### src/rtl/hazard_ctrl.sv
// Pipeline hazard/sequencing controller: load-use stall, branch flush, imem bubbles, multi-cycle EX FSM.
// Optional perf counters (stall_cycles, flush_count) are enabled by defining HAZ_PERF_CNT_EN.
module hazard_ctrl #(
    parameter int REG_AW     = 5,
    parameter int MC_TIMEOUT = 64,
    parameter int CNT_W      = 32
) (
    input  logic              clk,
    input  logic              rst_n,
    input  logic [REG_AW-1:0] rs1d,
    input  logic [REG_AW-1:0] rs2d,
    input  logic [REG_AW-1:0] rs1e,
    input  logic [REG_AW-1:0] rs2e,
    input  logic [REG_AW-1:0] rde,
    input  logic              regwrite_e,
    input  logic              memread_e,
    input  logic [REG_AW-1:0] rdm,
    input  logic [REG_AW-1:0] rdw,
    input  logic              regwrite_m,
    input  logic              regwrite_w,
    input  logic              pcsrc_e,
    input  logic              mc_start_e,
    input  logic              mc_done,
    input  logic              imem_ready,
    output logic              stallf,
    output logic              fede_en_n,
    output logic              fede_clr,
    output logic              deex_en_n,
    output logic              deex_clr,
    output logic              exmem_clr,
    output logic [1:0]        fwda_e,
    output logic [1:0]        fwdb_e,
    output logic              mc_err,
    output logic [CNT_W-1:0]  stall_cycles,
    output logic [CNT_W-1:0]  flush_count
);

    typedef enum logic [1:0] {RUN, MC_WAIT, ERR} state_t;

    state_t           state, state_nxt;
    logic [CNT_W-1:0] mc_cnt;
    logic             load_use, mc_stall, flush;

    assign load_use = memread_e & regwrite_e & (rde != '0) & ((rde == rs1d) | (rde == rs2d));
    assign mc_stall = ((state == MC_WAIT) | ((state == RUN) & mc_start_e)) & ~mc_done;
    assign flush    = rst_n & (state != ERR) & ~mc_stall & pcsrc_e;

    always_ff @(posedge clk or negedge rst_n) begin
        if (!rst_n) begin
            state  <= RUN;
            mc_cnt <= '0;
        end else begin
            state <= state_nxt;
            if (state == RUN && state_nxt == MC_WAIT)
                mc_cnt <= '0;
            else if (state == MC_WAIT && mc_cnt != '1)
                mc_cnt <= mc_cnt + 1'b1;
        end
    end

    always_comb begin
        state_nxt = state;
        unique case (state)
            RUN:     if (mc_start_e && !mc_done) state_nxt = MC_WAIT;
            MC_WAIT: if (mc_done) state_nxt = RUN;
                     else if (mc_cnt == CNT_W'(MC_TIMEOUT - 1)) state_nxt = ERR;
            ERR:     state_nxt = ERR;
            default: state_nxt = RUN;
        endcase
    end

    always_comb begin
        stallf    = 1'b0;
        fede_en_n = 1'b0;
        fede_clr  = 1'b0;
        deex_en_n = 1'b0;
        deex_clr  = 1'b0;
        exmem_clr = 1'b0;
        mc_err    = 1'b0;
        if (!rst_n) begin
            fede_clr  = 1'b1;
            deex_clr  = 1'b1;
            exmem_clr = 1'b1;
        end else if (state == ERR) begin
            stallf    = 1'b1;
            fede_en_n = 1'b1;
            deex_en_n = 1'b1;
            exmem_clr = 1'b1;
            mc_err    = 1'b1;
        end else if (mc_stall) begin
            stallf    = 1'b1;
            fede_en_n = 1'b1;
            deex_en_n = 1'b1;
            exmem_clr = 1'b1;
        end else if (flush) begin
            fede_clr = 1'b1;
            deex_clr = 1'b1;
        end else if (load_use) begin
            // Imem wait folds in here: fede is already held, so it must not be cleared.
            stallf    = 1'b1;
            fede_en_n = 1'b1;
            deex_clr  = 1'b1;
        end else if (!imem_ready) begin
            stallf   = 1'b1;
            fede_clr = 1'b1;
        end
    end

    function automatic logic [1:0] fwd_sel(input logic [REG_AW-1:0] rs);
        if (regwrite_m && rdm != '0 && rdm == rs)      return 2'b10;
        else if (regwrite_w && rdw != '0 && rdw == rs) return 2'b01;
        else                                           return 2'b00;
    endfunction

    assign fwda_e = fwd_sel(rs1e);
    assign fwdb_e = fwd_sel(rs2e);

`ifdef HAZ_PERF_CNT_EN
    always_ff @(posedge clk or negedge rst_n) begin
        if (!rst_n) begin
            stall_cycles <= '0;
            flush_count  <= '0;
        end else begin
            if (stallf) stall_cycles <= stall_cycles + 1'b1;
            if (flush)  flush_count  <= flush_count + 1'b1;
        end
    end
`else
    assign stall_cycles = '0;
    assign flush_count  = '0;
`endif

endmodule

### config.mk
export PLATFORM = sky130hd
export DESIGN_NAME = hazard_ctrl
export DESIGN_NICKNAME = d
export VERILOG_FILES = /design/src/rtl/hazard_ctrl.sv
export SDC_FILE = /design/constraint.sdc
export NUM_CORES = 1
export LEC_CHECK = 0
export CAP_MARGIN = 30
export CORE_MARGIN = 2
export CORE_UTILIZATION = 48
export CTS_CLUSTER_DIAMETER = 50
export CTS_CLUSTER_SIZE = 30
export DETAILED_ROUTE_END_ITERATION = 6
export GPL_TIMING_DRIVEN = 0
export PLACE_DENSITY = 0.88
export SYNTH_ARGS = -nofsm -noshare
export SYNTH_HDL_FRONTEND = slang
export SYNTH_SLANG_ARGS = --single-unit
### constraint.sdc
create_clock -name clk -period 3 [get_ports clk]
set_input_delay 0.6 -clock clk [delete_from_list [all_inputs] [get_ports clk]]
set_output_delay 0.6 -clock clk [all_outputs]
set_load 0.01 [all_outputs]
==> run summary, run 1 <==
Period Utilization, post-route = 98.2%
Final count of pins violating max slew = 0
Die Wd = 82.5 um
GR Overflow Total = 0
Drt drc = 0
Peak VDD IR = 0.223 mV
First-pass GRT wire length = 10.8 mm
Initial DRC count = 189
Vias per inst = 5.06
Slowest cell on crit path = or4_4
Max_slew headroom = 43.7%
Clock H-tree levels = 2
CTS tree = done
Post-synth EDFFs = 0
Avg Synthesized Cell Area = 8.77 um^2
Most frequent cells after synthesis = 64 x buf_4, 34 x dfrtp_1, 28 x nand2_1, 25 x xnor2_1
Synth area leaders = dfrtp_1 29%, buf_4 16%, xnor2_1 7.4%
Routed Antenna Nets = 0
Worst path cell trace = clkdlybuf4s50_1 -> or4_4 -> o21ai_2 -> nor4_2 -> nor4_1 -> buf_2
Sequential share of the synthesized area = 28.8%
IO Port Bufs = 55
Req. time, crit path = 2.40 ns
Synth unique cells = 49
Fmax = 0.339 GHz
CTS Hold Bufs = 0
HP Class = in -> async
Pwr/cell area = 300 nW/um^2
Post-synthesis cell area = 2950 um^2
Final HPWL DP = 5.52 mm
CP top delay family = simple AND/OR/NAND/NOR gates
Initial core utilization = 49.9%
Final-report setup violation count = 0
Synth Register Bits = 34
Setup crit end kind = output pin
Total CTS buffers = 5
Area delta synth->final = 35.7%
Clock latency on the worst-skew pair = 0.29 ns
DRT Pass-1 Iters = 4
# diodes = 0
Max cap viols = 0
Design Power = 0.00120 W
CP max FO = 3
Pin slew with the least headroom to its limit = 0.844 ns
Largest net degree at the start of global routing = 41
Filler-free cell count of the finished design = 542
Layout cells sized above 1 = 25.3%
Clock Sinks = 34
Row count = 28
Async set-reset flop share out of synthesis = 100%
Synth top area share = 28.8%
Overall Global Routing Usage = 20.5%
Most common cell in the netlist = buf_4
RD Place Congestion = 0.918
Initial antenna violation count = 0
Cells after synthesis = 337
Number of global-route vias before repair = 2,589
Top FF cell, synth = dfrtp_1
Tmin final = 2.95 ns
Final Net Count = 512
Clock skew = 0.00957 ns
Status = finished clean
Critical Path Source Type = primary input
Cells after DPL = 531
Synthesis Warnings = 0
Largest stage delay on the critical path = 0.52 ns
Clock root buffer = clkbuf_8
CP Data Arrival Time = 2.35 ns
Vias post-DR = 2,743
Bufs on Longest Clock Path = 2
Final wirelength = 7.30 mm
Synth area leader = dfrtp_1
Die area = 6800 um^2
Core area = 5920 um^2
Crit Path Class = in -> out
Final Hold Fails = 0
Worst path bufs/invs = 2
Clock Pin Slew Worst Setup and Hold Paths = 0.07 ns
LEAKAGE = 1.91 nW
WL/cell = 13.5 um
Die height = 82.5 um
Ports = 120
Fill count = 492
[cell families (layout without fill, tap and decap cells)]
group	after synthesis	in the layout	synth area share, %
buf+inv	77	144	18.8
other cells	1	64	0.127
flops	34	34	28.8
xor+xnor	40	40	11.9
mux	7	7	2.37
compound gates	43	43	10.9
fa+ha+maj	1	1	0.423
simple gates	134	134	26.7
[per-stage QoR]
stage	setup TNS (ns)	worst slack [ns]	utilization (%)	cell area, um^2	hold slack, ns
after floorplan	0	0.507	-	3190	0.304
after global placement	-6.60	-0.887	64.8	3830	0.499
after detailed placement	-2.05	-0.503	64.8	3830	0.514
after CTS	-0.134	-0.102	66.5	3940	0.428
after global routing	-0.0287	-0.0238	67.7	4010	0.482
final	0	0.0539	67.7	4010	0.406
[placed cells by master, fill, tap and decap left out, types with 3 or more instances in the layout]
cell type	n
buf_4	67
conb_1	64
clkdlybuf4s50_1	36
dfrtp_1	34
nand2_1	28
xnor2_1	25
nor2_1	16
nand3_1	16
xor2_1	15
nand4_1	12
nor4_1	11
buf_2	8
or4_1	8
o21ai_0	8
a21oi_1	8
dlymetal6s2s_1	8
nor3_1	7
mux2i_1	7
inv_1	6
or3_1	6
clkbuf_8	6
dlygate4sd2_1	6
a31o_2	4
nor4_2	4
a31oi_1	4
buf_6	3
o31ai_1	3
or2_2	3
and4_2	3
and2_2	3
[sequential cells by signal (all words and copies together), names as in the netlist]
| name | count |
|---|---|
| mc_cnt | 32 |
| state | 2 |
[layout make-up]
class                   instances  area (um^2)  area share, %
multi-input cells             289         1840           46.0
plain buffers                  71          533           13.3
well taps                      75         93.8           2.34
clock buffers                   6         82.6           2.06
clock inverters                 2         12.5          0.312
repair buffers                 59          571           14.2
flip-flops and latches         34          851           21.2
inverters                       6         22.5          0.562
[routing by layer]
metal	part of all wire (%)	up-vias	GRT usage [%]
li1	-	1344	-
met3	9.8	9	6.20
met4	1.4	0	6.83
met5	0	-	0
met2	51	121	39.4
met1	38	1269	20.7
[power by group]
| part | internal, W | switching [W] |
|---|---|---|
| Sequential | 0.000477 | 0.0000294 |
| Clock | 0.000184 | 0.000170 |
| Combinational | 0.000169 | 0.000172 |
[worst reg2reg max path: stages, from the launching register on]
cell and delay [ns]:
dfrtp_1 0.44, nand4_1 0.25, nor3_1 0.30, buf_2 0.29
a31oi_1 0.26, nand4_1 0.20, mux2i_1 0.24
[path summary, 6_finish.rpt]
kind | from | endpoint | slack [ns] | cells past startpoint
min | rst_n | mc_cnt[3]$_DFFE_PN0P_ | 0.41 | 1
max reg2reg | mc_cnt[22]$_DFFE_PN0P_ | mc_cnt[4]$_DFFE_PN0P_ | 0.94 | 6
min in group clk | mc_cnt[31]$_DFFE_PN0P_ | mc_cnt[31]$_DFFE_PN0P_ | 0.52 | 1
min reg2reg | mc_cnt[31]$_DFFE_PN0P_ | mc_cnt[31]$_DFFE_PN0P_ | 0.52 | 1
max | rdm[3] | fwdb_e[0] | 0.05 | 6
max in group asynchronous | rst_n | mc_cnt[25]$_DFFE_PN0P_ | 2.06 | 1
[what timing repair did]
action	4_1_cts	5_1_grt
buffers inserted	1	2
resized for setup	23	18
cloned	0	0
endpoints found under the setup margin	8	6
pin swaps	2	5
(Power assumes the default switching activity.)
==> run 2: changes to the inputs <==
Settings changed: CORE_UTILIZATION 48 to 40, PLACE_DENSITY 0.88 to 0.78.
Clock period 3 ns to 2.5 ns, I/O delays scaled along.
==> run summary, run 2 (synthesized netlist as in run 1, its figures left out) <==
CP max FO = 3 (unchanged)
Ports = 120 (unchanged)
Final HPWL DP = 5.31 mm (was 5.52 mm)
Status = finished clean (unchanged)
Total CTS buffers = 5 (unchanged)
HP Class = in -> async (unchanged)
Final count of pins violating max slew = 0 (unchanged)
Die area = 8090 um^2 (was 6800 um^2)
Clock H-tree levels = 2 (unchanged)
Cells after DPL = 554 (was 531)
Slowest cell on crit path = dlygate4sd2_1 (was or4_4)
RSZ-0062 raised after global routing = yes
Initial antenna violation count = 0 (unchanged)
IO Port Bufs = 55 (unchanged)
Fmax = 0.408 GHz
Bufs on Longest Clock Path = 2 (unchanged)
Largest stage delay on the critical path = 0.28 ns (was 0.52 ns)
Core area = 7210 um^2 (was 5920 um^2)
Clock Pin Slew Worst Setup and Hold Paths = 0.07 ns (about the same)
Initial core utilization = 40.9% (was 49.9%)
DRT Pass-1 Iters = 4 (unchanged)
Routed Antenna Nets = 0 (unchanged)
Clock Sinks = 34 (unchanged)
WL/cell = 12.4 um (was 13.5 um)
Max FFs per register = 32 (unchanged)
Largest net degree at the start of global routing = 41 (unchanged)
Number of global-route vias before repair = 2,528 (was 2,589)
Initial DRC count = 203 (was 189)
Die height = 89.9 um (was 82.5 um)
Worst path cell trace = dlygate4sd2_1 -> xnor2_1 -> nand3_1 -> o22ai_2 -> o2111ai_4 -> buf_6 -> buf_4 -> o21bai_1 -> buf_2 (was clkdlybuf4s50_1 -> or4_4 -> o21ai_2 -> nor4_2 -> nor4_1 -> buf_2)
Multi-input logic area = 1880 um^2 (was 1840 um^2)
Setup TNS Final = 0 ns (unchanged)
Most frequent cells in the layout = 69 x buf_4, 64 x conb_1, 34 x dfrtp_1, 28 x nand2_1, 28 x dlygate4sd2_1 (was 67 x buf_4, 64 x conb_1, 36 x clkdlybuf4s50_1, 34 x dfrtp_1, 28 x nand2_1)
FF-to-FF End = mc_cnt[24]$_DFFE_PN0P_ (was mc_cnt[4]$_DFFE_PN0P_)
Clock skew = 0.00485 ns (was 0.00957 ns)
Crit Path Class = in -> out (unchanged)
Pwr/cell area = 356 nW/um^2 (was 300 nW/um^2)
CP Data Arrival Time = 1.95 ns (was 2.35 ns)
Drt drc = 0 (unchanged)
Peak VDD IR = 0.165 mV (was 0.223 mV)
LEAKAGE = 1.90 nW (was 1.91 nW)
Final Net Count = 513 (was 512)
Register Area = 851 um^2 (unchanged)
First-pass GRT wire length = 11.5 mm (was 10.8 mm)
Layout cells sized above 1 = 27.1% (was 25.3%)
Vias post-DR = 2,664 (was 2,743)
Row count = 31 (was 28)
Top reg by flops = mc_cnt (unchanged)
Reg2reg start = state[0]$_DFF_PN0_ (was mc_cnt[22]$_DFFE_PN0P_)
Die Wd = 89.9 um (was 82.5 um)
Period Utilization, post-route = 98.1%
# diodes = 0 (unchanged)
Biggest regs = mc_cnt x32, state x2 (unchanged)
CTS tree = done (unchanged)
Final-report setup violation count = 0 (unchanged)
Pin slew with the least headroom to its limit = 0.642 ns (was 0.844 ns)
Clock root buffer = clkbuf_8 (unchanged)
GR Overflow Total = 0 (unchanged)
Area delta synth->final = 36.4% (was 35.7%)
Commonest non-fill, non-tap cell in the layout = buf_4 (unchanged)
Req. time, crit path = 2.00 ns (was 2.40 ns)
Vias per inst = 4.70 (was 5.06)
Cell count of the worst reg-to-reg path = 4 (was 6)
Tmin final = 2.45 ns
Max_slew headroom = 57.1% (was 43.7%)
Reg-to-reg setup timing slack = 0.42 ns (was 0.94 ns)
Filler-free cell count of the finished design = 567 (was 542)
Fill count = 668 (was 492)
Setup crit end kind = output pin (unchanged)
Final Hold Fails = 0 (unchanged)
Overall Global Routing Usage = 16.8% (was 20.5%)
Final wirelength = 7.04 mm (was 7.30 mm)
Clock latency on the worst-skew pair = 0.29 ns (about the same)
Max cap viols = 0 (unchanged)
RD Place Congestion = 0.831 (was 0.918)
Critical Path Source Type = primary input (unchanged)
[run 2: area by class of cell]
cell class,instances,area share [%]
repair buffers,60,13.1
flip-flops and latches,34,21.1
clock buffers,6,2.05
plain buffers,71,13.2
multi-input cells,289,46.6
clock inverters,2,0.311
inverters,6,0.559
well taps,99,3.07
[run 2: how the worst max path moves through the flow]
stage                          start        end  slack, ns
after CTS                 regwrite_w  fwda_e[0]      -0.02
after detailed placement      rdm[1]  fwda_e[0]      -0.71
after floorplan               rdm[1]  fwda_e[0]       0.21
final                         rde[4]  fede_en_n       0.05
after global routing          rde[0]  fede_en_n      -0.08
after global placement         rst_n  fede_en_n      -1.18
[run 2: metrics by stage]
stage	utilization (%)	hold WS [ns]	total power (W)	area, um^2	setup WS [ns]
after floorplan	-	0.204	0.000856	3190	0.207
after global placement	53.6	0.495	0.000998	3860	-1.18
after detailed placement	53.5	0.517	0.00101	3860	-0.706
after CTS	55.1	0.181	0.00143	3970	-0.0158
after global routing	55.8	0.198	0.00151	4030	-0.0791
final	55.8	0.164	0.00144	4030	0.0472
[run 2: power breakdown]
group / switching (W) / internal [W] / leakage [nW]
Sequential: 0.0000370 / 0.000572 / 0.470
Combinational: 0.000202 / 0.000193 / 1.38
Clock: 0.000210 / 0.000221 / 0.0472
[run 2: routing by layer]
layer | global-route usage, % | routed length (um) | up-vias
li1 | - | - | 1345
met2 | 28.7 | 3500 | 75
met5 | 0 | 0 | -
met3 | 4.19 | 433 | 8
met1 | 21.6 | 3060 | 1236
met4 | 3.59 | 47 | 0
[run 2: timing repair]
action,in CTS,in global routing
setup endpoints to repair,22,6
buffers inserted,2,3
cloned,0,0
resized for setup,69,17
hold buffers,0,0
hold endpoints to repair,0,0
pin swaps,19,11
[run 2: critical path, delay by kind of cell]
| family | cells | cell delay, ns |
|---|---|---|
| AND/OR/NAND/NOR | 1 | 0.12 |
| buffers and inverters | 4 | 0.69 |
| XOR/XNOR | 1 | 0.16 |
| AO/OA/AOI/OAI | 3 | 0.47 |
